## src/rtl/mau_pkg.sv

```systemverilog
// Shared types and constants for the memory access unit (MAR/MDR path,
// I/O decode and SRAM read/write sequencer).
package mau_pkg;

    typedef enum logic [2:0] {
        IDLE,
        SETUP,
        WAIT,
        DONE,
        ERR
    } mau_state_t;

    localparam int          CNT_W       = 5;
    localparam logic [15:0] IO_BASE_DEF = 16'hFE00;

    // Wait counter increment that sticks at all-ones instead of wrapping.
    function automatic logic [CNT_W-1:0] sat_inc(input logic [CNT_W-1:0] v);
        return (v == '1) ? v : v + CNT_W'(1);
    endfunction

endpackage

```

## src/rtl/mau_seq.sv

```systemverilog
// Read/write sequencer with wait-state counter for the memory access unit.
// Optional timeout to ERR is built when MAU_TIMEOUT_EN is defined; otherwise
// WAIT holds until mem_ready and err_o is tied low.
//
// state | meaning
// IDLE  | waiting for req_rd/req_wr, no enables
// SETUP | one cycle, CE plus OE (read) or WE (write), counter cleared
// WAIT  | enables held, counter counts up until wait states met and ready
// DONE  | one-cycle done pulse, enables dropped
// ERR   | timeout hit, enables dropped, sticky err set, back to IDLE
module mau_seq
    import mau_pkg::*;
#(
    parameter int WAIT_STATES = 2,
    parameter int TIMEOUT     = 31
) (
    input  logic clk_i,
    input  logic reset_i,
    input  logic req_rd_i,
    input  logic req_wr_i,
    input  logic mem_ready_i,
    output logic mem_ce_o,
    output logic mem_we_o,
    output logic mem_oe_o,
    output logic busy_o,
    output logic done_o,
    output logic err_o,
    output logic rd_cap_o
);

    if (WAIT_STATES < 0 || WAIT_STATES > 15) begin : g_bad_wait_states
        $error("mau_seq: WAIT_STATES out of range 0..15");
    end
    if (TIMEOUT < 1 || TIMEOUT > 31) begin : g_bad_timeout
        $error("mau_seq: TIMEOUT out of range 1..31");
    end

    localparam logic [CNT_W-1:0] WS_C = CNT_W'(WAIT_STATES);

    mau_state_t       state_q;
    logic             is_rd_q;
    logic [CNT_W-1:0] cnt_q;
    logic             ce_q, we_q, oe_q, busy_q, done_q;
    logic             wait_met;

`ifdef MAU_TIMEOUT_EN
    // Leaving WAIT on the edge that ends the TIMEOUT-th WAIT cycle.
    localparam logic [CNT_W-1:0] TO_LAST_C = CNT_W'(TIMEOUT - 1);
    logic err_q;
    assign err_o = err_q;
`else
    assign err_o = 1'b0;
`endif

    assign wait_met = mem_ready_i && (cnt_q >= WS_C);

    // MDR capture strobe for the parent, valid on the edge that leaves WAIT.
    assign rd_cap_o = (state_q == WAIT) && is_rd_q && wait_met;

    assign mem_ce_o = ce_q;
    assign mem_we_o = we_q;
    assign mem_oe_o = oe_q;
    assign busy_o   = busy_q;
    assign done_o   = done_q;

    // Sequencer state, wait counter and registered memory-side outputs.
    always_ff @(posedge clk_i) begin
        if (reset_i) begin
            state_q <= IDLE;
            is_rd_q <= 1'b0;
            cnt_q   <= '0;
            ce_q    <= 1'b0;
            we_q    <= 1'b0;
            oe_q    <= 1'b0;
            busy_q  <= 1'b0;
            done_q  <= 1'b0;
`ifdef MAU_TIMEOUT_EN
            err_q   <= 1'b0;
`endif
        end else begin
            case (state_q)
                IDLE: begin
                    done_q <= 1'b0;
                    if (req_rd_i || req_wr_i) begin
                        state_q <= SETUP;
                        is_rd_q <= req_rd_i;
                        ce_q    <= 1'b1;
                        oe_q    <= req_rd_i;
                        we_q    <= !req_rd_i;
                        busy_q  <= 1'b1;
                    end
                end
                SETUP: begin
                    cnt_q   <= '0;
                    state_q <= WAIT;
                end
                WAIT: begin
                    cnt_q <= sat_inc(cnt_q);
                    if (wait_met) begin
                        state_q <= DONE;
                        ce_q    <= 1'b0;
                        we_q    <= 1'b0;
                        oe_q    <= 1'b0;
                        done_q  <= 1'b1;
                    end
`ifdef MAU_TIMEOUT_EN
                    else if (cnt_q >= TO_LAST_C) begin
                        state_q <= ERR;
                        ce_q    <= 1'b0;
                        we_q    <= 1'b0;
                        oe_q    <= 1'b0;
                        err_q   <= 1'b1;
                    end
`endif
                end
                DONE: begin
                    done_q  <= 1'b0;
                    busy_q  <= 1'b0;
                    state_q <= IDLE;
                end
                ERR: begin
                    busy_q  <= 1'b0;
                    state_q <= IDLE;
                end
                default: begin
                    state_q <= IDLE;
                    ce_q    <= 1'b0;
                    we_q    <= 1'b0;
                    oe_q    <= 1'b0;
                    busy_q  <= 1'b0;
                    done_q  <= 1'b0;
                end
            endcase
        end
    end

endmodule

```

## src/rtl/mem_access_unit.sv

```systemverilog
// Memory access unit: MAR/MDR registers, zero-extended memory address,
// memory-mapped I/O decode and the read/write sequencer (mau_seq).
// Build option: define MAU_TIMEOUT_EN to enable the WAIT timeout / ERR path.
module mem_access_unit
    import mau_pkg::*;
#(
    parameter int                DATA_W      = 16,
    parameter int                ADDR_W      = 20,
    parameter int                WAIT_STATES = 2,
    parameter logic [DATA_W-1:0] IO_BASE     = DATA_W'(IO_BASE_DEF),
    parameter int                TIMEOUT     = 31
) (
    input  logic              clk,
    input  logic              reset,
    input  logic [DATA_W-1:0] bus_in,
    input  logic              ld_mar,
    input  logic              ld_mdr,
    input  logic              mio_en,
    input  logic              req_rd,
    input  logic              req_wr,
    input  logic [DATA_W-1:0] mem_rdata,
    input  logic [DATA_W-1:0] io_rdata,
    input  logic              mem_ready,
    output logic [DATA_W-1:0] mar_out,
    output logic [DATA_W-1:0] mdr_out,
    output logic [ADDR_W-1:0] mem_address,
    output logic [DATA_W-1:0] mem_wdata,
    output logic              mem_ce,
    output logic              mem_we,
    output logic              mem_oe,
    output logic              io_sel,
    output logic              busy,
    output logic              done,
    output logic              err
);

    logic [DATA_W-1:0] mar_q;
    logic [DATA_W-1:0] mdr_q;
    logic              rd_cap;

    mau_seq #(
        .WAIT_STATES (WAIT_STATES),
        .TIMEOUT     (TIMEOUT)
    ) u_seq (
        .clk_i       (clk),
        .reset_i     (reset),
        .req_rd_i    (req_rd),
        .req_wr_i    (req_wr),
        .mem_ready_i (mem_ready),
        .mem_ce_o    (mem_ce),
        .mem_we_o    (mem_we),
        .mem_oe_o    (mem_oe),
        .busy_o      (busy),
        .done_o      (done),
        .err_o       (err),
        .rd_cap_o    (rd_cap)
    );

    // MAR loads from the bus only while the sequencer is idle.
    always_ff @(posedge clk) begin
        if (reset) begin
            mar_q <= '0;
        end else if (!busy && ld_mar) begin
            mar_q <= bus_in;
        end
    end

    // MDR takes read data at the end of a read, otherwise the bus when idle
    // and mio_en is low; ld_mdr with mio_en high in IDLE does nothing.
    always_ff @(posedge clk) begin
        if (reset) begin
            mdr_q <= '0;
        end else if (rd_cap) begin
            mdr_q <= io_sel ? io_rdata : mem_rdata;
        end else if (!busy && ld_mdr && !mio_en) begin
            mdr_q <= bus_in;
        end
    end

    assign mar_out     = mar_q;
    assign mdr_out     = mdr_q;
    assign mem_address = ADDR_W'(mar_q);
    assign mem_wdata   = mdr_q;
    assign io_sel      = (mar_q >= IO_BASE);

endmodule

```

## config.mk

```make
export PLATFORM = sky130hd
export DESIGN_NAME = mem_access_unit
export DESIGN_NICKNAME = d
export VERILOG_FILES = /design/src/rtl/mau_pkg.sv /design/src/rtl/mau_seq.sv /design/src/rtl/mem_access_unit.sv
export SDC_FILE = /design/constraint.sdc
export NUM_CORES = 1
export LEC_CHECK = 0
export BUFFER_PORTS_ARGS = -buffer_cell sky130_fd_sc_hd__buf_4
export CORE_MARGIN = 5
export CORE_UTILIZATION = 42
export DETAILED_ROUTE_END_ITERATION = 8
export PLACE_DENSITY_LB_ADDON = 0.08
export SYNTH_ARGS = -nofsm -noshare
export SYNTH_HDL_FRONTEND = slang
export SYNTH_SLANG_ARGS = --single-unit
```

## constraint.sdc

```tcl
create_clock -name clk -period 1.7 [get_ports clk]
set_input_delay 0 -clock clk [delete_from_list [all_inputs] [get_ports clk]]
set_output_delay 0 -clock clk [all_outputs]
set_load 0.005 [all_outputs]
```

==> results_dict.tcl <==
set metrics [dict create \
    seq_power_share 0.378 \
    r2r-end "u_seq.cnt_q[3]$_SDFFE_PP0P_" \
    drc 0 \
    finalCritPeriodShare 0.974 \
    io_pins 131 \
    ir_worst_vdd_v 0.000715 \
    r2r_slack_ps 40 \
    postSynth.asyncResetShare 0 \
    vias 2444 \
    ant_nets 0 \
    core_sq_um 5990 \
    synth_area_sq_um 2620 \
    fp.dieH_um 89 \
    cp.required_ps 1890 \
    synth_top_area_cell "dfxtp_1" \
    hpwl_um 5360 \
    slew_headroom 0.668 \
    min_from "bus_in[12]" \
    critPathCaptureType "flip-flop" \
    cts_buffers 5 \
    clk_latency_ps 300 \
    leakage_nw 1.70 \
    rsz0062_at_grt "true" \
    cts_sinks 45 \
    syn_inst 290 \
    drive_gt1_frac 0.460 \
    whs_endpoint "mar_out[12]$_SDFFE_PP0P_" \
    cp_slowest_stage_delay_ps 330 \
    num_antenna_cells 0 \
    avgViaCountPerCell 5.01 \
    swShare 0.346 \
    cts_tree "built" \
    crit_fanout 6 \
    ys_warn_count 0 \
    layout-area-overhead-vs-synth_pct 46.1 \
    setup_ws_ps 44.5 \
    start_util 0.438 \
    synth_edf_count 0 \
    cp_slowest_cell "dfxtp_2" \
    grt_max_degree 35 \
    grt_usage 0.182 \
    crit_start "u_seq.cnt_q[1]$_SDFFE_PP0P_" \
    synth_area_leaders "dfxtp_1 (34%), buf_4 (11%), mux2i_1 (7.6%)" \
    p_total_mw 3.58 \
    p_per_area_nw_per_um2 935 \
    synth_seq_cells 45 \
    fin_area_sq_um 3830 \
    grt_pass1_vias 2290 \
    clock_skew_ps 10.2 \
    drt-total-wl_um 7560 \
    worst_pin_slew_ps 497 \
    clock-root-buffer "clkbuf_8" \
    crit_arrival_ps 1840 \
    worstSetupPathType "reg2reg" \
    holdCritPathClass "in2reg" \
    synth_ff_type "dfxtp_1" \
    critical_path.cell_chain "buf_4 -> ha_2 -> and3_4 -> ha_4 -> nand4b_1 -> xnor2_1 -> a21oi_1 -> nor2_1" \
    fin_crit_ps 1660 \
    fin_cells 488 \
    power_frac_comb 0.437 \
    clk_path_buf_depth 2 \
    max-cap-violations 0 \
    synth_area_per_cell_sq_um 9.04 \
    finalHoldViolCount 0 \
    place_ws_ps -110 \
    dpl_cell_area_sq_um 3410 \
    antenna_found_initial 0 \
    rows 28 \
    power.internal_mw 2.34 \
    fin_nets 476 \
    reg2reg_from "u_seq.cnt_q[1]$_SDFFE_PP0P_" \
    die-area_sq_um 7920 \
    ys_seq_area_frac 0.344 \
    drt-initial-drc-count 103 \
    fmax_ghz 0.604 \
    layout_common_cells "buf_4 (143), dfxtp_1 (43), nand2_1 (38)" \
    pwr-share-clk 0.185 \
    synth_cell_types 40 \
    routedWlPerCell_um 15.5 \
    hold_depth 3 \
    power_switching_mw 1.24 \
    cp.buffers_inverters 1 \
    crit_family "simple AND/OR/NAND/NOR gates" \
    outcome "finished clean" \
    start_kind "flip-flop" \
    overflow 0 \
    ctsHtreeMaxLevel 2 \
    synth_top_area_share 0.344 \
    grt_pass1_wl_um 11300 \
    dr.pass1.iters 4 \
    clkTransAtPathRegs_ps 90 \
    final_max_slew_viol_count 0 \
    reg2reg_depth 8 \
    final_common_cell "buf_4" \
    numPortBuffers 125 \
    dp.cells 454 \
    setup-violations-final 0 \
    die_width_um 89 \
    gp_congestion 0.758 \
]
==> registers in the layout, indices dropped and copies added, names as in the netlist <==
| name | cells |
|---|---|
| u_seq.is_rd_q | 1 |
| mdr_out | 16 |
| u_seq.busy_o | 1 |
| u_seq.done_o | 1 |
| u_seq.mem_ce_o | 1 |
| u_seq.mem_oe_o | 1 |
| mar_out | 16 |
| u_seq.state_q | 2 |
| u_seq.mem_we_o | 1 |
| u_seq.cnt_q | 5 |
==> cell usage after synthesis, types with 3 or more instances <==
master,count
nand2_1,38
mux2i_1,20
ha_1,8
a211oi_2,9
nor3_1,3
a211oi_1,23
nor2b_1,18
inv_1,7
buf_2,3
xnor2_1,3
nor2_1,12
dfxtp_1,45
clkbuf_1,9
buf_4,39
a21oi_1,23
==> area by class of cell <==
| type | count | area [sq um] |
|---|---|---|
| clock buffer | 5 | 68.8 |
| clock inverter | 3 | 17.5 |
| fill | 534 | 2160 |
| inverter | 7 | 26.3 |
| multi-input combinational | 190 | 1420 |
| sequential | 45 | 906 |
| tap | 75 | 93.8 |
| timing repair buffer | 163 | 1290 |
==> worst max-delay path by stage <==
stage	end	slack (ps)	cells after the start
6_report	u_seq.cnt_q[3]$_SDFFE_PP0P_	40	8
5_1_grt	u_seq.cnt_q[2]$_SDFFE_PP0P_	-30	8
4_1_cts	u_seq.mem_oe_o$_SDFFE_PP0P_	7	8
3_5_place_dp	mdr_out[6]$_SDFFE_PP0P_	-110	6
3_3_place_gp	u_seq.cnt_q[3]$_SDFFE_PP0P_	-50	8
2_1_floorplan	u_seq.mem_ce_o$_SDFFE_PP0P_	90	6
==> per-stage QoR <==
| step | utilization | hold slack [ps] | setup TNS (ps) |
|---|---|---|---|
| floorplan | - | 136 | 0 |
| global placement | 0.569 | 261 | -748 |
| global route | 0.639 | 16.9 | -45.9 |
| CTS | 0.622 | 15.3 | 0 |
| detailed placement | 0.569 | 269 | -1720 |
| finish | 0.639 | 30.5 | 0 |
==> routing by layer <==
layer,GRT usage,part of all wire,up-vias
met3,0.0369,0.074,6
met5,0,0,-
li1,-,-,1201
met2,0.292,0.49,77
met1,0.249,0.42,1160
met4,0.0474,0.012,0
==> logic make-up after synthesis <==
group                    synth area share
multiplexers                       0.0764
XOR/XNOR                           0.0100
other                             0.00143
AND/OR/NAND/NOR                     0.191
flip-flops                          0.344
AO/OA/AOI/OAI                       0.182
buffers and inverters               0.157
adder cells (fa/ha/maj)            0.0382
==> timing repair <==
action	in CTS	in global routing
hold endpoints to repair	24	0
setup buffers	1	7
resized for setup	6	15
cloned	1	1
setup endpoints to repair	22	23
pin swaps	2	6
hold buffers	18	0
==> worst min-delay path, cell delays in order <==
cell	delay, ps
buf_4	110
nand2_1	90
a21oi_1	70
==> power groups by stage <==
stage	clock (mW)	combinational, mW	sequential, mW
finish	0.663	1.57	1.35
CTS	0.688	1.50	1.34
global placement	0	1.40	1.36
global route	0.724	1.71	1.38
detailed placement	0	1.43	1.37
floorplan	0	0.856	1.37
(Power assumes the default switching activity.)
